<file path="src/rtl/mem_access_unit.sv">
// Load/store unit for RV32I byte/half/word accesses on a single-port memory with registered reads.
// Optional upper-address range check: define MEM_ACCESS_RANGE_CHECK_EN.
module mem_access_unit #(
    parameter int WIDTH    = 32,
    parameter int MEM_SIZE = 4096
) (
    input  logic             clk,
    input  logic             rst,
    input  logic             req_valid,
    output logic             req_ready,
    input  logic             req_we,
    input  logic [2:0]       req_funct3,
    input  logic [WIDTH-1:0] req_addr,
    input  logic [WIDTH-1:0] req_wdata,
    output logic             resp_valid,
    output logic [WIDTH-1:0] resp_rdata,
    output logic             resp_err,
    output logic             mem_ren,
    output logic             mem_wen,
    output logic [WIDTH-1:0] mem_addr,
    output logic [WIDTH-1:0] mem_wdata,
    input  logic [WIDTH-1:0] mem_rdata
);

    typedef enum logic [2:0] {IDLE, READ, WAIT, WRITE, RESP} state_t;

    state_t           state, state_nxt;
    logic             we_q;
    logic [2:0]       f3_q;
    logic [WIDTH-1:0] addr_q, wdata_q, merge_q;
    logic             f3_ok, align_err, range_err, req_err;
    logic [WIDTH-1:0] load_ext;

    // Width/sign decode shares bits: [1:0] picks B/H/W, [2] selects zero-extension.
    always_comb begin
        if (req_we)
            f3_ok = (req_funct3 == 3'b000) || (req_funct3 == 3'b001) || (req_funct3 == 3'b010);
        else
            f3_ok = (req_funct3 == 3'b000) || (req_funct3 == 3'b001) || (req_funct3 == 3'b010) ||
                    (req_funct3 == 3'b100) || (req_funct3 == 3'b101);
        align_err = ((req_funct3[1:0] == 2'b01) && req_addr[0]) ||
                    ((req_funct3[1:0] == 2'b10) && (req_addr[1:0] != 2'b00));
    end

`ifdef MEM_ACCESS_RANGE_CHECK_EN
    localparam int ADDR_BITS = $clog2(MEM_SIZE);
    assign range_err = (req_addr >> ADDR_BITS) != '0;
`else
    assign range_err = 1'b0;
`endif

    assign req_err = !f3_ok || align_err || range_err;

    // The memory returns the addressed byte in lane 0, so extraction never shifts.
    always_comb begin
        case (f3_q[1:0])
            2'b00:   load_ext = {{24{mem_rdata[7] & ~f3_q[2]}}, mem_rdata[7:0]};
            2'b01:   load_ext = {{16{mem_rdata[15] & ~f3_q[2]}}, mem_rdata[15:0]};
            default: load_ext = mem_rdata;
        endcase
    end

    always_ff @(posedge clk or posedge rst) begin
        if (rst) state <= IDLE;
        else     state <= state_nxt;
    end

    always_comb begin
        state_nxt  = state;
        req_ready  = 1'b0;
        mem_ren    = 1'b0;
        mem_wen    = 1'b0;
        mem_addr   = '0;
        mem_wdata  = '0;
        resp_valid = 1'b0;
        case (state)
            IDLE: begin
                req_ready = 1'b1;
                if (req_valid) begin
                    if (req_err)                              state_nxt = RESP;
                    else if (req_we && req_funct3 == 3'b010)  state_nxt = WRITE;
                    else                                      state_nxt = READ;
                end
            end
            READ: begin
                mem_ren   = 1'b1;
                mem_addr  = addr_q;
                state_nxt = WAIT;
            end
            WAIT:  state_nxt = we_q ? WRITE : RESP;
            WRITE: begin
                mem_wen   = 1'b1;
                mem_addr  = addr_q;
                mem_wdata = (f3_q == 3'b010) ? wdata_q : merge_q;
                state_nxt = RESP;
            end
            RESP: begin
                resp_valid = 1'b1;
                state_nxt  = IDLE;
            end
            default: state_nxt = IDLE;
        endcase
    end

    // Response registers change only on the edge entering RESP, so they hold between responses.
    always_ff @(posedge clk or posedge rst) begin
        if (rst) begin
            we_q       <= 1'b0;
            f3_q       <= 3'b000;
            addr_q     <= '0;
            wdata_q    <= '0;
            merge_q    <= '0;
            resp_rdata <= '0;
            resp_err   <= 1'b0;
        end else begin
            case (state)
                IDLE: if (req_valid) begin
                    we_q    <= req_we;
                    f3_q    <= req_funct3;
                    addr_q  <= req_addr;
                    wdata_q <= req_wdata;
                    if (req_err) begin
                        resp_rdata <= '0;
                        resp_err   <= 1'b1;
                    end
                end
                WAIT: begin
                    if (we_q) begin
                        merge_q <= f3_q[0] ? {mem_rdata[31:16], wdata_q[15:0]}
                                           : {mem_rdata[31:8], wdata_q[7:0]};
                    end else begin
                        resp_rdata <= load_ext;
                        resp_err   <= 1'b0;
                    end
                end
                WRITE: begin
                    resp_rdata <= '0;
                    resp_err   <= 1'b0;
                end
                default: ;
            endcase
        end
    end

endmodule

</file>
<file path="config.mk">
export PLATFORM = sky130hd
export DESIGN_NAME = mem_access_unit
export DESIGN_NICKNAME = d
export VERILOG_FILES = /design/src/rtl/mem_access_unit.sv
export SDC_FILE = /design/constraint.sdc
export NUM_CORES = 1
export LEC_CHECK = 0
export CORE_MARGIN = 1
export CORE_UTILIZATION = 45
export CTS_BUF_LIST = sky130_fd_sc_hd__clkbuf_4 sky130_fd_sc_hd__clkbuf_8
export DETAILED_ROUTE_END_ITERATION = 8
export PLACE_DENSITY = 0.79
export SLEW_MARGIN = 30
export SYNTH_ARGS = -nofsm -noshare
export SYNTH_HDL_FRONTEND = slang
export SYNTH_SLANG_ARGS = --single-unit
</file>
<file path="constraint.sdc">
create_clock -name clk -period 4.9 [get_ports clk]
set_input_delay 0.49 -clock clk [delete_from_list [all_inputs] [get_ports clk]]
set_output_delay 0.49 -clock clk [all_outputs]
set_load 0.05 [all_outputs]
</file>
=== After elaboration in Yosys (flattened, before gate mapping) ===
Cells that the tools add are included.

* Bits in registers: 136
* Input bits: 103
* Word-level logic and storage cells: 68

* Eq/ne operators: 15
* Multiplexer cells: 23
* Bitwise operators: 3
* Reductions and logical operators: 19

{| class="wikitable"
|+ Operators with widths
! cell !! count
|-
| 32-bit 2-to-1 mux || 6
|-
| 32-bit one-hot mux with 3 select lines || 1
|-
| 32-bit one-hot mux with 2 select lines || 1
|-
| 16-bit 2-to-1 mux || 1
|-
| 3-bit by 2-bit equality test with 1-bit output (second input constant) || 4
|-
| 3-bit one-hot mux with 4 select lines || 1
|-
| 3-bit equality test (second input constant) || 3
|-
| 3-bit 2-to-1 mux || 3
|-
| 1-bit 2-to-1 mux || 8
|-
| 3-bit by 1-bit equality test with 1-bit output (second input constant) || 2
|-
| 3-bit logical NOT || 2
|-
| 1-bit logical OR || 6
|-
| 2-bit != test (second input constant) || 3
|-
| 2-bit by 1-bit equality test with 1-bit output (second input constant) || 2
|-
| 2-bit AND reduction || 2
|-
| 4-bit AND reduction || 1
|-
| 1-bit logical AND || 3
|-
| 1-bit one-hot mux with 3 select lines || 1
|-
| 3-bit nonzero test || 1
|-
| 1-bit AND || 2
|-
| 2-bit equality test (second input constant) || 1
|-
| 2-bit logical NOT || 1
|-
| 2-bit 2-to-1 mux || 1
|-
| 2-bit nonzero test || 1
|-
| other kinds (3) || 3
|}

=== Depth between registers and ports, before layout ===
* Depth after elaboration: 11
* Mapped depth: 8

=== Least setup slack after synthesis ===
OpenSTA, ideal clock, no wires.

* Path kind: reg2out
* Start: register f3_q[1]
* End: output port mem_wdata[10]
* Data arrival time: 1968 ps
* Data required time: 4410 ps
* Slack: 2442 ps
* Cell stages (with the launch flop): 7
* Buffers on the path: 2
* Path through: dfrtp_1 > inv_1 > clkbuf_1 > nor3_1 > buf_2 > nand2_1 > a21oi_1

* Cells in the longest elaborated chain, start to end: 3

{| class="wikitable"
|+ RTL lines
! item !! line !! text
|-
| from (decl) || 29 || <nowiki>logic [2:0] f3_q;</nowiki>
|-
| from (signal assigned) || 119 || <nowiki>f3_q <= req_funct3;</nowiki>
|-
| 3-bit by 2-bit equality test with 1-bit output || 94 || <nowiki>mem_wdata = (f3_q == 3'b010) ? wdata_q : merge_q;</nowiki>
|-
| 32-bit 2-to-1 mux || 94 ||
|-
| 32-bit 2-to-1 mux || 76 || <nowiki>case (state)</nowiki>
|-
| to (decl) || 21 || <nowiki>output logic [WIDTH-1:0] mem_wdata,</nowiki>
|}

No other way between the ends.

=== Worst setup path in the final report ===
* Start: register f3_q[1]
* End: output port mem_wdata[23]

The elaborated chain is that of the path after synthesis.

==> metrics.cfg <==
[outcome]
status=complete, no violations

[yosys]
avgSynthCellArea_um2=11.5
ys_top_cells_by_count=dfrtp_1 (136), mux2_2 (88), nand2_1 (77)
synth_top_area_share_pct=55.4
synth.area.top_cells=dfrtp_1 (55%), mux2_2 (16%), nand2_1 (4.7%), mux2i_1 (4.1%), and2_1 (3.4%)
postSynthCellCount=533
synthArstFlopShare_pct=100
yosys_warnings=0
synth_edf_count=0
synth_seq_cells=136
syn_area_mm2=0.00614
synth_seq_area_share_pct=55.4
yosysMostFrequentCell=dfrtp_1
ys_types=34
synth-main-ff-cell=dfrtp_1
synthesis.nets=636
synth_top_cell_by_area=dfrtp_1

[setup_path]
slowest_stage=clkdlybuf4s50_1
arrival_ps=3590
critPathMaxFanout=21
worst_setup_path_end_kind=primary output
cp_cell_sequence=inv_1 -> nor3_2 -> buf_4 -> nand2_1 -> a21oi_1 -> clkdlybuf4s50_1
critPathKind=flop to primary output
cp_slowest_stage_delay_ps=850
cp-start-kind=flop
worstPathRequired_ps=4410

[clock_tree]
post_cts_resized=0
cts_buffer_depth=2
cts_tree=built
cts.htree.levels=4
hold_buffers=0
clkTransAtPathRegs_ps=70
numCtsBuffers=17
clk_latency_ps=440
post_cts_buffers=0
clock_sinks=136
clockRootBuffer=clkbuf_8

[timing]
setup_tns_ps=0
rsz0062_at_grt=false
drv_slew=0
finClkSkew_ps=7.72
slew_headroom_pct=37.5
fin_ws_ps=823
finalSetupViolations=0
finalCritPeriodShare_pct=83.2
max_freq_ghz=0.245
period_needed_ps=4080
tightest_slew_ps=937
holdWs_ps=491
hold_viol=0

[cells_and_area]
final_cells=914
num_antenna_cells=0
layout.nets=828
drive_above_1_share_pct=19.9
final_area_mm2=0.00866
post-route-util_pct=65.2
syn2layout_area_growth_pct=41.1

[global_route]
grt_pass1_vias=4964
grt_pass1_wl_mm=25.1
grtUsageTotal_pct=23.2
grt_max_degree=99
antenna_found_initial=0
overflow=0

[detailed_routing]
drc=0
via_per_inst=5.09
vias=4650
drt_iter0_markers=163
totalWireLength_mm=15.7
routedWlPerCell_um=17.2
drt-pass1-iter-count=7
antenna_left=0

[power]
ir_drop_mv=0.362
p_clk_share_pct=17.9
p_leak_nw=3.65
power_frac_comb_pct=44.4
internal-power_mw=3.18
power_mw=5.28
power_density_mw_per_mm2=610
switching_power_mw=2.10
switching_share_pct=39.7
p_seq_share_pct=37.7

[floorplanning]
die_area_mm2=0.0141
core_mm2=0.0133
rows=42
die_w_um=119
die_h_um=119
io_pins=204
start_util_pct=46.2

[run]
max-cap-violations=0

[place]
port-buffer-count=203
pre_cts_ws_ps=1340
place_area_mm2=0.00825
dp_cells=882
gp_congestion=0.794
dpl.hpwl_mm=11.1

[min_path]
hold_class=flop to flop

-- layout make-up --
type	instances	area [um^2]
clock buffers	24	318
flip-flops and latches	136	3400
multi-input cells	339	2460
inverters	21	93.8
clock inverters	8	92.6
well taps	176	220
fillers	1045	4630
repair buffers	210	2080
-- power groups by stage --
stage          Combinational [mW]  Clock [mW]  Sequential (mW)
2_1_floorplan                1.43           0             2.23
3_3_place_gp                 2.28           0             1.99
3_5_place_dp                 2.36           0             2.01
4_1_cts                      2.37       0.971             1.99
5_1_grt                      2.51        1.02             2.07
6_report                     2.35       0.945             1.99
-- final timing paths --
| check | start | endpoint | slack (ps) | depth (start not counted) |
|---|---|---|---|---|
| min | resp_err$_DFFE_PP0P_ | resp_err$_DFFE_PP0P_ | 490 | 1 |
| min in group asynchronous | rst | addr_q[6]$_DFFE_PP0P_ | 510 | 2 |
| max reg2reg | f3_q[0]$_DFFE_PP0P_ | resp_rdata[18]$_DFFE_PP0P_ | 2700 | 4 |
| max in group asynchronous | rst | addr_q[14]$_DFFE_PP0P_ | 3310 | 3 |
| max | f3_q[1]$_DFFE_PP0P_ | mem_wdata[23] | 820 | 6 |
| min reg2reg | resp_err$_DFFE_PP0P_ | resp_err$_DFFE_PP0P_ | 490 | 1 |
-- registers in the layout (all words and copies together), names as in the netlist --
register    flops
wdata_q        32
merge_q        32
addr_q         32
state           3
f3_q            3
we_q            1
resp_err        1
resp_rdata     32
-- kinds of logic (layout without fill, tap and decap cells) --
group,after synthesis,after routing,share of synthesized area (%)
flops,136,136,55.4
mux,115,115,20.6
simple gates,133,133,10.3
buf+inv,58,263,4.73
compound gates,91,91,9.01
-- worst max-delay path: cells and delay by family, from the launching register on --
family                 cells  cell delay [ps]
DFF                        1              490
AOI/OAI and AO/OA          1              150
and+or+nand+nor            2              840
buffers and inverters      3             1660
-- placed cells by master (no fill, tap or decap), drive strengths merged --
cell,netlist,routed
dfrtp,136,136
o21ai,28,28
or3,1,1
clkinvlp,0,1
or3b,1,1
nor3,2,2
mux2i,25,25
nor2b,4,4
inv,21,21
mux2,90,90
a22o,16,16
a21boi,1,1
nor3b,1,1
nand2,77,77
clkbuf,16,24
bufinv,0,2
a221oi,1,1
nor4,1,1
a21oi,40,40
and2,33,33
buf,21,16
a211oi,1,1
nor2,12,12
a41oi,1,1
clkinv,0,5
or4b,1,1
o22a,2,2
clkdlybuf4s50,0,194
o32a,1,1
-- routing by layer --
layer | wire (um) | track usage [%] | vias up
met5 | 0 | 0 | -
met4 | 225 | 6.88 | 0
met3 | 1380 | 9.48 | 17
met2 | 7690 | 38.8 | 176
met1 | 6390 | 27.4 | 2259
li1 | - | - | 2198
Note: power is estimated with default switching activity, not from simulation.
